[config.mk]
export PLATFORM = sky130hd
export DESIGN_NAME = spi_reg_cmd_ctrl
export DESIGN_NICKNAME = d
export VERILOG_FILES = /design/src/rtl/spi_ctrl_pkg.sv /design/src/rtl/spi_cs_sync.sv /design/src/rtl/spi_reg_cmd_ctrl.sv
export SDC_FILE = /design/constraint.sdc
export NUM_CORES = 1
export LEC_CHECK = 0
export BUFFER_PORTS_ARGS = -buffer_cell sky130_fd_sc_hd__buf_2
export CAP_MARGIN = 20
export CORE_MARGIN = 5
export CORE_UTILIZATION = 49
export DETAILED_ROUTE_END_ITERATION = 10
export HOLD_SLACK_MARGIN = 0.02
export PLACE_DENSITY_LB_ADDON = 0.05
export SLEW_MARGIN = 10
export SYNTH_ARGS = -nofsm -noshare
export SYNTH_HDL_FRONTEND = slang
export SYNTH_HIERARCHICAL = 1
export SYNTH_SLANG_ARGS = --single-unit
[constraint.sdc]
create_clock -name i_Clk -period 2.4 [get_ports i_Clk]
set_input_delay 0.12 -clock i_Clk [delete_from_list [all_inputs] [get_ports i_Clk]]
set_output_delay 0.12 -clock i_Clk [all_outputs]
set_load 0.01 [all_outputs]
[src/rtl/spi_ctrl_pkg.sv]
// Shared types and constants for the SPI register command controller.
// Holds the FSM state encoding, the command byte layout and the default TX bytes.
package spi_ctrl_pkg;

    typedef enum logic [2:0] {
        IDLE,
        CMD,
        WR_DATA,
        RD_REQ,
        RD_WAIT,
        RD_DATA
    } state_e;

    localparam int         CMD_RW_BIT      = 7;
    localparam logic [7:0] DEF_STATUS_BYTE = 8'hA5;
    localparam logic [7:0] DEF_ERR_BYTE    = 8'hEE;

endpackage

[src/rtl/spi_cs_sync.sv]
// Three-flop chip-select synchroniser producing one-cycle start (falling) and end (rising) pulses.
// Edges are only reported once CS has been seen high after reset, so a CS held low through reset is ignored.
module spi_cs_sync (
    input  logic i_Clk,
    input  logic i_Rst_L,
    input  logic i_CS_n,
    output logic o_CS_Start,
    output logic o_CS_End
);

    logic [2:0] sync_q, sync_d;
    logic [1:0] fill_q, fill_d;
    logic       armed_q, armed_d;

    always_comb begin
        sync_d  = {sync_q[1:0], i_CS_n};
        fill_d  = (fill_q == 2'd3) ? fill_q : fill_q + 2'd1;
        // Arm only after the chain holds real samples and those samples show CS high.
        armed_d = armed_q | ((fill_q == 2'd3) & sync_q[2] & sync_q[1]);
    end

    always_ff @(posedge i_Clk or negedge i_Rst_L) begin
        if (!i_Rst_L) begin
            sync_q  <= 3'b111;
            fill_q  <= 2'd0;
            armed_q <= 1'b0;
        end else begin
            sync_q  <= sync_d;
            fill_q  <= fill_d;
            armed_q <= armed_d;
        end
    end

    assign o_CS_Start = armed_q &  sync_q[2] & ~sync_q[1];
    assign o_CS_End   = armed_q & ~sync_q[2] &  sync_q[1];

endmodule

[src/rtl/spi_reg_cmd_ctrl.sv]
// Decodes SPI command bytes and runs auto-incrementing register writes/reads,
// feeding the SPI slave TX register with status, read data or an error byte.
module spi_reg_cmd_ctrl
    import spi_ctrl_pkg::*;
#(
    parameter int         ADDR_W      = 7,
    parameter logic [7:0] STATUS_BYTE = DEF_STATUS_BYTE,
    parameter logic [7:0] ERR_BYTE    = DEF_ERR_BYTE,
    parameter int         RD_TIMEOUT  = 16
) (
    input  logic              i_Clk,
    input  logic              i_Rst_L,
    input  logic              i_SPI_CS_n,
    input  logic              i_RX_DV,
    input  logic [7:0]        i_RX_Byte,
    output logic              o_TX_DV,
    output logic [7:0]        o_TX_Byte,
    output logic [ADDR_W-1:0] o_Reg_Addr,
    output logic              o_Reg_WR,
    output logic [7:0]        o_Reg_WData,
    output logic              o_Reg_RD,
    input  logic              i_Reg_RD_DV,
    input  logic [7:0]        i_Reg_RData,
    output logic              o_Busy,
    output logic              o_Err_Timeout,
    input  logic              i_Clear_Err
);

    localparam int CNT_W = $clog2(RD_TIMEOUT + 1);

    logic              cs_start, cs_end;
    state_e            state_q, state_d;
    logic [ADDR_W-1:0] addr_q, addr_d;
    logic [CNT_W-1:0]  cnt_q, cnt_d;
    logic              tx_dv_q, tx_dv_d;
    logic [7:0]        tx_byte_q, tx_byte_d;
    logic              wr_q, wr_d;
    logic [7:0]        wdata_q, wdata_d;
    logic              err_q, err_d;
    logic              rx_unused;

    // Command bits between the address field and the rw bit carry no meaning.
    assign rx_unused = ^i_RX_Byte;

    spi_cs_sync u_cs_sync (
        .i_Clk      (i_Clk),
        .i_Rst_L    (i_Rst_L),
        .i_CS_n     (i_SPI_CS_n),
        .o_CS_Start (cs_start),
        .o_CS_End   (cs_end)
    );

    always_comb begin
        state_d   = state_q;
        addr_d    = addr_q;
        cnt_d     = cnt_q;
        tx_dv_d   = 1'b0;
        tx_byte_d = tx_byte_q;
        wr_d      = 1'b0;
        wdata_d   = wdata_q;
        err_d     = i_Clear_Err ? 1'b0 : err_q;

        // Post-increment after the write strobe has been presented with the current address.
        if (wr_q) begin
            addr_d = addr_q + ADDR_W'(1);
        end

        case (state_q)
            IDLE: begin
                if (cs_start) begin
                    tx_dv_d   = 1'b1;
                    tx_byte_d = STATUS_BYTE;
                    state_d   = CMD;
                end
            end
            CMD: begin
                if (cs_end) begin
                    state_d = IDLE;
                end else if (i_RX_DV) begin
                    addr_d = i_RX_Byte[ADDR_W-1:0];
                    if (i_RX_Byte[CMD_RW_BIT]) begin
                        state_d = RD_REQ;
                    end else begin
                        tx_dv_d   = 1'b1;
                        tx_byte_d = 8'h00;
                        state_d   = WR_DATA;
                    end
                end
            end
            WR_DATA: begin
                // A data byte landing with CS end is still committed.
                if (i_RX_DV) begin
                    wr_d    = 1'b1;
                    wdata_d = i_RX_Byte;
                end
                if (cs_end) begin
                    state_d = IDLE;
                end
            end
            RD_REQ: begin
                cnt_d   = '0;
                state_d = cs_end ? IDLE : RD_WAIT;
            end
            RD_WAIT: begin
                if (cs_end) begin
                    state_d = IDLE;
                end else if (i_Reg_RD_DV) begin
                    tx_dv_d   = 1'b1;
                    tx_byte_d = i_Reg_RData;
                    addr_d    = addr_q + ADDR_W'(1);
                    state_d   = RD_DATA;
                end else if (cnt_q == CNT_W'(RD_TIMEOUT - 1)) begin
                    tx_dv_d   = 1'b1;
                    tx_byte_d = ERR_BYTE;
                    err_d     = 1'b1;
                    addr_d    = addr_q + ADDR_W'(1);
                    state_d   = RD_DATA;
                end else begin
                    cnt_d = cnt_q + CNT_W'(1);
                end
            end
            RD_DATA: begin
                if (cs_end) begin
                    state_d = IDLE;
                end else if (i_RX_DV) begin
                    state_d = RD_REQ;
                end
            end
            default: state_d = IDLE;
        endcase
    end

    always_ff @(posedge i_Clk or negedge i_Rst_L) begin
        if (!i_Rst_L) begin
            state_q   <= IDLE;
            addr_q    <= '0;
            cnt_q     <= '0;
            tx_dv_q   <= 1'b0;
            tx_byte_q <= 8'h00;
            wr_q      <= 1'b0;
            wdata_q   <= 8'h00;
            err_q     <= 1'b0;
        end else begin
            state_q   <= state_d;
            addr_q    <= addr_d;
            cnt_q     <= cnt_d;
            tx_dv_q   <= tx_dv_d;
            tx_byte_q <= tx_byte_d;
            wr_q      <= wr_d;
            wdata_q   <= wdata_d;
            err_q     <= err_d;
        end
    end

    assign o_TX_DV       = tx_dv_q;
    assign o_TX_Byte     = tx_byte_q;
    assign o_Reg_Addr    = addr_q;
    assign o_Reg_WR      = wr_q;
    assign o_Reg_WData   = wdata_q;
    assign o_Reg_RD      = (state_q == RD_REQ);
    assign o_Busy        = (state_q != IDLE);
    assign o_Err_Timeout = err_q;

endmodule
==> results of run 1 <==
-- power by group through the flow --
stage	Sequential, mW	Combinational, mW	Clock (mW)
after floorplan	1.19	0.936	0
after global placement	1.21	1.33	0
after detailed placement	1.21	1.35	0
after CTS	1.20	1.36	0.432
after global routing	1.26	1.50	0.469
final	1.20	1.34	0.416
-- cells in the mapped netlist (2+ instances only) --
master and instances:
sky130_fd_sc_hd__and3b_1 3, sky130_fd_sc_hd__nand2_1 16, sky130_fd_sc_hd__xor2_1 3, sky130_fd_sc_hd__mux2_2 9
sky130_fd_sc_hd__mux2i_1 6, sky130_fd_sc_hd__a21oi_1 7, sky130_fd_sc_hd__mux2_4 6, sky130_fd_sc_hd__dfrtp_1 37
sky130_fd_sc_hd__o22ai_1 2, sky130_fd_sc_hd__inv_1 13, sky130_fd_sc_hd__nand2b_1 6, sky130_fd_sc_hd__o21a_1 4
sky130_fd_sc_hd__buf_2 3, sky130_fd_sc_hd__o32ai_1 2, sky130_fd_sc_hd__nor2b_1 5, sky130_fd_sc_hd__buf_6 2
sky130_fd_sc_hd__ha_1 4, sky130_fd_sc_hd__nor3b_1 4, sky130_fd_sc_hd__nor3_1 6, sky130_fd_sc_hd__nand3_1 13
sky130_fd_sc_hd__dfstp_2 3, sky130_fd_sc_hd__and3_1 6, sky130_fd_sc_hd__o211ai_1 2, sky130_fd_sc_hd__nor2_1 14
sky130_fd_sc_hd__a22oi_1 3, sky130_fd_sc_hd__clkbuf_1 6, sky130_fd_sc_hd__xnor2_1 7, sky130_fd_sc_hd__o21ai_0 9
sky130_fd_sc_hd__nand4_1 3
-- worst max-delay path, stage by stage (launching register included) --
cell and delay (ns):
sky130_fd_sc_hd__dfrtp_1 0.40, sky130_fd_sc_hd__ha_1 0.21, sky130_fd_sc_hd__and3_1 0.15, sky130_fd_sc_hd__ha_1 0.22
sky130_fd_sc_hd__nor2_2 0.25, sky130_fd_sc_hd__nor2_8 0.05, sky130_fd_sc_hd__a221oi_4 0.52, sky130_fd_sc_hd__mux2_4 0.35
-- layer usage --
| metal | vias up | GRT usage [%] | wire, um |
|---|---|---|---|
| met5 | - | 0 | 0 |
| met4 | 0 | 5.57 | 63 |
| met3 | 6 | 4.51 | 329 |
| met2 | 49 | 26.2 | 2280 |
| met1 | 896 | 26.3 | 2490 |
| li1 | 894 | - | - |
-- flip-flops by register name, summed over array words and instances, names as in the netlist, 2 cells and up --
signal and cells:
o_Reg_Addr 7, o_TX_Byte 8, u_cs_sync/sync_q 3, o_Reg_WData 8, u_cs_sync/fill_q 2, state_q 3, cnt_q 5
-- area by class of cell --
cell class / instances / share of cell area (%)
Clock buffer: 6 / 2.73
Clock inverter: 1 / 0.188
Inverter: 13 / 1.84
Multi-Input combinational cell: 159 / 43.2
Sequential cell: 40 / 37.8
Tap cell: 52 / 2.45
Timing Repair Buffer: 57 / 11.8
-- worst max path at each step --
stage	startpoint	endpoint	slack [ns]	depth (start not counted)
global placement	cnt_q[0]$_DFFE_PN0P_	o_TX_Byte[3]$_DFFE_PN0P_	0.16	7
floorplan	cnt_q[0]$_DFFE_PN0P_	o_TX_Byte[0]$_DFFE_PN0P_	0.19	7
finish	cnt_q[0]$_DFFE_PN0P_	o_TX_Byte[4]$_DFFE_PN0P_	0.13	7
CTS	cnt_q[0]$_DFFE_PN0P_	o_TX_Byte[4]$_DFFE_PN0P_	0.12	7
global route	cnt_q[0]$_DFFE_PN0P_	o_TX_Byte[1]$_DFFE_PN0P_	0.04	7
detailed placement	cnt_q[0]$_DFFE_PN0P_	o_TX_Byte[0]$_DFFE_PN0P_	0.13	7
-- logic make-up (layout without fill, tap and decap cells) --
family                   count (synthesis)  count (layout)  synth area share [%]
AO/OA/AOI/OAI                           41              41                  13.2
XOR/XNOR                                10              10                  3.87
adder cells (fa/ha/maj)                  4               4                  2.21
buffers and inverters                   24              77                  4.81
flip-flops                              40              40                  44.4
multiplexers                            21              21                  11.1
AND/OR/NAND/NOR                         83              83                  20.4
-- metrics by stage --
step	worst slack [ns]	hold slack [ns]
after floorplan	0.194	-0.176
after global placement	0.157	0.228
after detailed placement	0.129	0.232
after CTS	0.116	0.0677
after global routing	0.0394	0.0711
final	0.132	0.0751
==> results.toml, run 1 <==
[placed_design]
dp.final_hpwl_um = 3900
io_buffers = 49
dp_area_sq_um = 2550
globalplace.congestion = 0.821
placed_cells_incl_taps = 318

[yosys]
synth_nets = 249
synth_top_area_cell = "sky130_fd_sc_hd__dfrtp_1"
synthFlopType = "sky130_fd_sc_hd__dfrtp_1"
postSynthAreaPerCell_sq_um = 10.1
sequential_to_total_area_share_from_yosys_stat_pct = 44.4
synth_enable_flop_cells = 0
synthesis.instances = 223
ys.warnings.count = 6
synth_top_area_share_pct = 40.9
async_flop_share_pct = 100
ffs_latches_synth = 40
yosys.cell_types.count = 48
post_synth_main_area_contributors = "sky130_fd_sc_hd__dfrtp_1 41%, sky130_fd_sc_hd__mux2_2 4.5%, sky130_fd_sc_hd__mux2_4 4.0%"
netlist_area_sq_um = 2260

[timing]
rsz0062_at_grt = "false"
slew_headroom_pct = 42.1
worst-slew-pin-transition_ns = 0.868
slew_viol_final = 0
final_period_util_pct = 94.5
setup_viol_count_final = 0
timing_hold_violations_final = 0
skew_final_ns = 0.00321
setup_tns_ns = 0
max_clock_freq_mhz = 441
post-route-min-period_ns = 2.27

[power_and_ir_drop]
power.share.combinational_pct = 45.3
clkPwrFrac_pct = 14.1
power_switching_share_pct = 40.5
vdd.ir_drop.worst_mv = 0.527
internal-power_mw = 1.76
switching_power_of_the_nets_mw = 1.20
post-layout-total-power_mw = 2.96
share_seq_of_total_power_pct = 40.6
power_density_nw_per_um2 = 1110
p_leak_nw = 1.30

[clocking]
tritoncts = "done"
cts.hold.buffers_added = 3
path_clk_slew_ns = 0.07
cts_sinks = 40
clock_latency_ns = 0.29
post-cts-setup-buffers = 0
clk_root_buffer_cell = "sky130_fd_sc_hd__clkbuf_8"
clock_tree.htree_level_count = 2
cts-buffers-inserted = 5
ctsLongestPathBuffers = 2
cts-resized-gates = 0

[drt]
drc = 0
number_of_vias_after_detailed_routing = 1845
antenna_violating_nets_post_route = 0
post_drt_via_cell_ratio = 5.63
drt_wl_total_um = 5160
first_pass_iters = 4
drtIter0Drc = 113
post_drt_wl_per_cell_um = 15.7

[min_path]
min-delay-path-class = "input port to flip-flop"
hold_crit_endpoint = "o_Reg_Addr[4]$_DFF_PN0_"
worst_hold_startpoint = "i_RX_Byte[4]"
min_delay_path_depth = 3

[final_layout]
layout-area-overhead-vs-synth_pct = 17.5
final_cell_count_no_fill = 328
finalNetCount = 302
fillerInstances = 401
antenna-diode-count = 0
sequential_cell_area_sq_um = 1000
area_of_the_multi_input_gates_sq_um = 1150
finalCoreUtilization_pct = 60.2
most-common-layout-cells = "49 x sky130_fd_sc_hd__buf_2, 37 x sky130_fd_sc_hd__dfrtp_1, 16 x sky130_fd_sc_hd__nand2_1"
design_area_sq_um = 2660
final_common_cell = "sky130_fd_sc_hd__buf_2"
post_route_cells_drive_above_1_share_pct = 30.4

[floorplanning]
core_region_area_sq_um = 4410
die_y_um = 77.9
die_area_sq_um = 6080
initial_utilization_pct = 51.2
die_w_um = 77.9
ios = 50
rows = 24

[setup_path]
worst-r2r-cell-count = 7
worst-r2r-setup-slack_ns = 0.13
crit_arrival_ns = 2.45
worst-setup-path-type = "flip-flop to flip-flop"
timing.critical_path.fanout_max = 9
reg2reg_to = "o_TX_Byte[4]$_DFFE_PN0P_"
critical_path_startpoint_category = "flip-flop"
critical_path_required_ns = 2.58
r2r-start = "cnt_q[0]$_DFFE_PN0P_"
worstSetupEndpointType = "flip-flop"

[global_route]
first_global_vias = 1783
first_pass_grt_wire_length_um = 8850
gr-usage-all-layers_pct = 18.0
total_grt_overflow = 0
grt_max_degree = 41
initial_antenna_violation_count = 0

[job]
drv.max_cap_violation_count = 0

[run_status]
status = "complete, no violations"
Note: power is estimated with default switching activity, not from simulation.
==> run 2: changes to the inputs <==
--- a/config.mk
+++ b/config.mk
@@ -12,6 +12,7 @@
 export DETAILED_ROUTE_END_ITERATION = 10
 export HOLD_SLACK_MARGIN = 0.02
 export PLACE_DENSITY_LB_ADDON = 0.05
+export SETUP_SLACK_MARGIN = 0.3
 export SLEW_MARGIN = 10
 export SYNTH_ARGS = -nofsm -noshare
 export SYNTH_HDL_FRONTEND = slang
==> results.toml, run 2 (same netlist as run 1, synthesis figures left out) <==
[run_status]
status = "complete, no violations"

[floorplanning]
die_w_um = 77.9
die_y_um = 77.9
die_area_sq_um = 6080
ios = 50
initial_utilization_pct = 51.2
core_region_area_sq_um = 4410
rows = 24

[drt]
antenna_violating_nets_post_route = 0
drc = 0
post_drt_via_cell_ratio = 5.49
drtIter0Drc = 116
first_pass_iters = 4
number_of_vias_after_detailed_routing = 1878
drt_wl_total_um = 5460
post_drt_wl_per_cell_um = 16.0

[final_layout]
finalNetCount = 315
antenna-diode-count = 0
design_area_sq_um = 2840
layout-area-overhead-vs-synth_pct = 25.4
finalCoreUtilization_pct = 64.3
final_cell_count_no_fill = 342
final_common_cell = "sky130_fd_sc_hd__buf_2"
most-common-layout-cells = "49 x sky130_fd_sc_hd__buf_2, 37 x sky130_fd_sc_hd__dfrtp_1, 16 x sky130_fd_sc_hd__nand2_1"
post_route_cells_drive_above_1_share_pct = 35.2

[global_route]
initial_antenna_violation_count = 0
gr-usage-all-layers_pct = 18.4
grt_max_degree = 41
total_grt_overflow = 0
first_global_vias = 1874
first_pass_grt_wire_length_um = 8960

[power_and_ir_drop]
power_density_nw_per_um2 = 1120
vdd.ir_drop.worst_mv = 0.672
p_leak_nw = 1.38

[setup_path]
critical_path_startpoint_category = "flip-flop"
worst-r2r-cell-count = 6
r2r-start = "u_cs_sync/sync_q[2]$_DFF_PN1_"
reg2reg_to = "o_TX_Byte[1]$_DFFE_PN0P_"
crit_arrival_ns = 2.26
critical_path_required_ns = 2.58
worst-setup-path-type = "flip-flop to flip-flop"
worst-r2r-setup-slack_ns = 0.33
timing.critical_path.fanout_max = 5
worstSetupEndpointType = "flip-flop"
cp-startpoint = "u_cs_sync/sync_q[2]$_DFF_PN1_"

[timing]
timing_hold_violations_final = 0
rsz0062_at_grt = "true"
post-route-min-period_ns = 2.07
max_clock_freq_mhz = 482
setup_viol_count_final = 0
slew_headroom_pct = 41.5
final_period_util_pct = 86.4
hold_ws_ns = 0.0816
slew_viol_final = 0
setup_tns_ns = 0
skew_final_ns = 0.00523
worst-slew-pin-transition_ns = 0.878

[clocking]
cts-buffers-inserted = 5
path_clk_slew_ns = 0.08
tritoncts = "done"
clk_root_buffer_cell = "sky130_fd_sc_hd__clkbuf_8"
cts_sinks = 40
clock_latency_ns = 0.29
ctsLongestPathBuffers = 2
clock_tree.htree_level_count = 2

[placed_design]
placed_cells_incl_taps = 320
dp_area_sq_um = 2570
io_buffers = 49
globalplace.congestion = 0.820
dp.final_hpwl_um = 3950

[min_path]
worst_hold_startpoint = "i_RX_Byte[5]"
min-delay-path-class = "input port to flip-flop"
hold_crit_endpoint = "o_Reg_WData[5]$_DFFE_PN0P_"
min_delay_path_depth = 2

[job]
drv.max_cap_violation_count = 0
[run 2: what timing repair did]
item,CTS,global route
endpoints found under the setup margin,7,7
resized for setup,1,5
hold buffers,3,0
pin swaps,2,3
buffers inserted,5,5
gates cloned,0,1
endpoints found under the hold margin,39,0
[run 2: routing by layer]
metal / GRT usage (%) / vias up / share of wire (%)
met5: 0 / - / 0
met2: 29.0 / 50 / 46
met1: 25.4 / 901 / 47
met4: 4.56 / 0 / 0.81
met3: 4.86 / 5 / 5.9
li1: - / 922 / -
[run 2: where the power goes]
group / switching [mW] / internal, mW / total (mW) / leakage (nW)
clock network: 0.223 / 0.262 / 0.485 / 0.0515
logic: 0.747 / 0.769 / 1.52 / 0.848
registers: 0.274 / 0.911 / 1.19 / 0.485
total: 1.24 / 1.94 / 3.19 / 1.38
[run 2: metrics by stage]
step                      power, mW  setup WS [ns]
final                          3.19          0.326
after global routing           3.44          0.271
after CTS                      3.13          0.301
after detailed placement       2.58          0.171
after global placement         2.58          0.165
after floorplan                2.12          0.342
[run 2: worst max path at each step]
stage | to | depth (start not counted)
after global routing | o_TX_Byte[3]$_DFFE_PN0P_ | 8
after global placement | o_TX_Byte[0]$_DFFE_PN0P_ | 7
after detailed placement | o_TX_Byte[4]$_DFFE_PN0P_ | 7
after floorplan | o_TX_Byte[0]$_DFFE_PN0P_ | 7
after CTS | o_Reg_Addr[0]$_DFF_PN0_ | 6
final | o_TX_Byte[1]$_DFFE_PN0P_ | 6
[run 2: layout make-up]
type,count,area (sq um)
fillers,374,1580
inverters,13,48.8
repair buffers,70,444
well taps,52,65.1
clock buffers,8,100
flip-flops and latches,40,1000
multi-input cells,159,1170
[run 2: critical path, stage by stage, from the launching register on]
cell,delay [ns]
sky130_fd_sc_hd__dfstp_2,0.54
sky130_fd_sc_hd__and3b_2,0.24
sky130_fd_sc_hd__or4b_4,0.54
sky130_fd_sc_hd__nor2_8,0.12
sky130_fd_sc_hd__a221oi_4,0.06
sky130_fd_sc_hd__buf_12,0.17
sky130_fd_sc_hd__mux2_4,0.29
==> run 3: changes to the inputs <==
--- a/config.mk
+++ b/config.mk
@@ -5,6 +5,7 @@
 export SDC_FILE = /design/constraint.sdc
 export NUM_CORES = 1
 export LEC_CHECK = 0
+export ABC_AREA = 1
 export BUFFER_PORTS_ARGS = -buffer_cell sky130_fd_sc_hd__buf_2
 export CAP_MARGIN = 20
 export CORE_MARGIN = 5
==> results.toml, run 3 <==
[run_status]
status = "complete, no violations"

[global_route]
total_grt_overflow = 0
first_pass_grt_wire_length_um = 9680
initial_antenna_violation_count = 0
first_global_vias = 2172
grt_max_degree = 41
gr-usage-all-layers_pct = 19.5

[drt]
post_drt_wl_per_cell_um = 13.7
drtIter0Drc = 147
post_drt_via_cell_ratio = 5.42
drt_wl_total_um = 5520
first_pass_iters = 4
number_of_vias_after_detailed_routing = 2188
drc = 0
antenna_violating_nets_post_route = 0

[yosys]
sequential_to_total_area_share_from_yosys_stat_pct = 44.5
synth_top_area_cell = "sky130_fd_sc_hd__dfrtp_1"
postSynthAreaPerCell_sq_um = 7.58
async_flop_share_pct = 100
synthesis.instances = 298
synth_nets = 324
post_synth_main_area_contributors = "sky130_fd_sc_hd__dfrtp_1 41%, sky130_fd_sc_hd__nand2_1 14%, sky130_fd_sc_hd__nand3_1 8.0%"
synthFlopType = "sky130_fd_sc_hd__dfrtp_1"
synth_top_area_share_pct = 41.0
yosys.cell_types.count = 31
netlist_area_sq_um = 2260
ffs_latches_synth = 40
yosysMostFrequentCell = "sky130_fd_sc_hd__nand2_1"
ys.warnings.count = 6
synth_enable_flop_cells = 0
netlist_top_cells_count = "83 x sky130_fd_sc_hd__nand2_1, 38 x sky130_fd_sc_hd__inv_1, 37 x sky130_fd_sc_hd__dfrtp_1, 36 x sky130_fd_sc_hd__nand3_1, 20 x sky130_fd_sc_hd__o21ai_0"

[timing]
skew_final_ns = 0.00862
timing_hold_violations_final = 0
max_clock_freq_mhz = 516
setup_viol_count_final = 0
worst-slew-pin-transition_ns = 0.893
slew_headroom_pct = 40.5
post-route-min-period_ns = 1.94
slew_viol_final = 0
final_period_util_pct = 80.8
setup_tns_ns = 0
rsz0062_at_grt = "true"

[min_path]
worst_hold_startpoint = "i_RX_Byte[1]"
min_delay_path_depth = 3
min-delay-path-class = "input port to flip-flop"
hold_crit_endpoint = "o_Reg_WData[1]$_DFFE_PN0P_"

[setup_path]
r2r-start = "cnt_q[0]$_DFFE_PN0P_"
timing.critical_path.fanout_max = 16
worst-r2r-setup-slack_ns = 0.46
worst-r2r-cell-count = 12
crit_arrival_ns = 2.10
critical_path_startpoint_category = "flip-flop"
reg2reg_to = "o_TX_Byte[5]$_DFFE_PN0P_"
worstSetupEndpointType = "flip-flop"
worst-setup-path-type = "flip-flop to flip-flop"
critical_path_required_ns = 2.56

[clocking]
tritoncts = "done"
cts-buffers-inserted = 5
clock_latency_ns = 0.29
cts_sinks = 40
clock_tree.htree_level_count = 2
clk_root_buffer_cell = "sky130_fd_sc_hd__clkbuf_8"
ctsLongestPathBuffers = 2
path_clk_slew_ns = 0.08

[floorplanning]
initial_utilization_pct = 51.2
core_region_area_sq_um = 4410
ios = 50
rows = 24
die_w_um = 77.9
die_y_um = 77.9
die_area_sq_um = 6070

[placed_design]
io_buffers = 49
dp.final_hpwl_um = 4140
globalplace.congestion = 0.895

[final_layout]
post_route_cells_drive_above_1_share_pct = 21.6
finalNetCount = 377
final_common_cell = "sky130_fd_sc_hd__nand2_1"
antenna-diode-count = 0
most-common-layout-cells = "83 x sky130_fd_sc_hd__nand2_1, 49 x sky130_fd_sc_hd__buf_2, 37 x sky130_fd_sc_hd__inv_1, 37 x sky130_fd_sc_hd__dfrtp_1, 36 x sky130_fd_sc_hd__nand3_1"
layout-area-overhead-vs-synth_pct = 17.2

[job]
drv.max_cap_violation_count = 0

[power_and_ir_drop]
p_leak_nw = 1.39
vdd.ir_drop.worst_mv = 0.609
post-layout-total-power_mw = 2.76
power_density_nw_per_um2 = 1040
==> run 3: layout make-up <==
class | instances | area (sq um)
well taps | 52 | 65.1
multi-input cells | 210 | 1060
inverters | 42 | 158
repair buffers | 52 | 275
flip-flops and latches | 40 | 1000
clock inverters | 1 | 5.00
fillers | 432 | 1770
clock buffers | 7 | 76.3
==> run 3: critical path, stage by stage, from the launching register on <==
cell                      delay, ns
sky130_fd_sc_hd__dfrtp_1       0.41
sky130_fd_sc_hd__ha_1          0.22
sky130_fd_sc_hd__nand2_1       0.08
sky130_fd_sc_hd__nor2_1        0.04
sky130_fd_sc_hd__ha_1          0.17
sky130_fd_sc_hd__inv_1         0.10
sky130_fd_sc_hd__nand2_4       0.10
sky130_fd_sc_hd__nand2_2       0.10
sky130_fd_sc_hd__inv_1         0.05
sky130_fd_sc_hd__nand2_2       0.10
sky130_fd_sc_hd__nand3_4       0.18
sky130_fd_sc_hd__o21ai_0       0.14
sky130_fd_sc_hd__o21ai_0       0.10
==> run 3: logic make-up after synthesis <==
kind of cell / Yosys count / synth area share, %
buffers and inverters: 48 / 8.53
xor gates and xnor gates: 1 / 0.388
and+or+nand+nor: 148 / 29.6
adders and majority gates: 4 / 2.22
AOI/OAI and AO/OA: 57 / 14.7
DFF: 40 / 44.5
==> run 3: per-stage QoR <==
| step | utilization, % | worst slack [ns] | area (sq um) | std cells | hold WS [ns] |
|---|---|---|---|---|---|
| 6_report | 60.0 | 0.461 | 2650 | 404 | 0.0509 |
| 5_1_grt | 60.0 | 0.273 | 2650 | 404 | 0.0597 |
| 3_3_place_gp | 57.4 | 0.446 | 2530 | 393 | 0.225 |
| 3_5_place_dp | 57.4 | 0.428 | 2530 | 393 | 0.226 |
| 2_1_floorplan | - | 0.655 | 2260 | 298 | -0.176 |
| 4_1_cts | 59.9 | 0.389 | 2650 | 404 | 0.0436 |
==> run 3: worst max path at each step <==
stage                                  start  slack [ns]                  endpoint
2_1_floorplan           cnt_q[0]$_DFFE_PN0P_        0.66  o_TX_Byte[0]$_DFFE_PN0P_
3_3_place_gp   u_cs_sync/sync_q[1]$_DFF_PN1_        0.45  o_TX_Byte[5]$_DFFE_PN0P_
3_5_place_dp   u_cs_sync/sync_q[1]$_DFF_PN1_        0.43  o_TX_Byte[5]$_DFFE_PN0P_
4_1_cts        u_cs_sync/sync_q[1]$_DFF_PN1_        0.39  o_TX_Byte[5]$_DFFE_PN0P_
5_1_grt                 cnt_q[0]$_DFFE_PN0P_        0.27  o_TX_Byte[5]$_DFFE_PN0P_
6_report                cnt_q[0]$_DFFE_PN0P_        0.46  o_TX_Byte[5]$_DFFE_PN0P_
==> run 3: where the power goes <==
group,internal [mW],switching [mW],leakage [nW]
combinational,0.460,0.803,0.853
clock,0.204,0.233,0.0422
sequential,0.886,0.177,0.499
total,1.55,1.21,1.39
==> run 3: routing by layer <==
layer | track usage, % | vias to the layer above | part of all wire (%)
met1 | 23.7 | 1017 | 42
met3 | 5.32 | 10 | 8.5
met5 | 0 | - | 0
met2 | 33.3 | 80 | 48
li1 | - | 1081 | -
met4 | 6.25 | 0 | 2.0
==> run 3: what timing repair did <==
action                                  in CTS  in global routing
endpoints found under the hold margin       39                  0
endpoints found under the setup margin       0                  9
setup buffers                                0                  0
gates resized for setup                      0                  2
hold buffers                                 3                  0
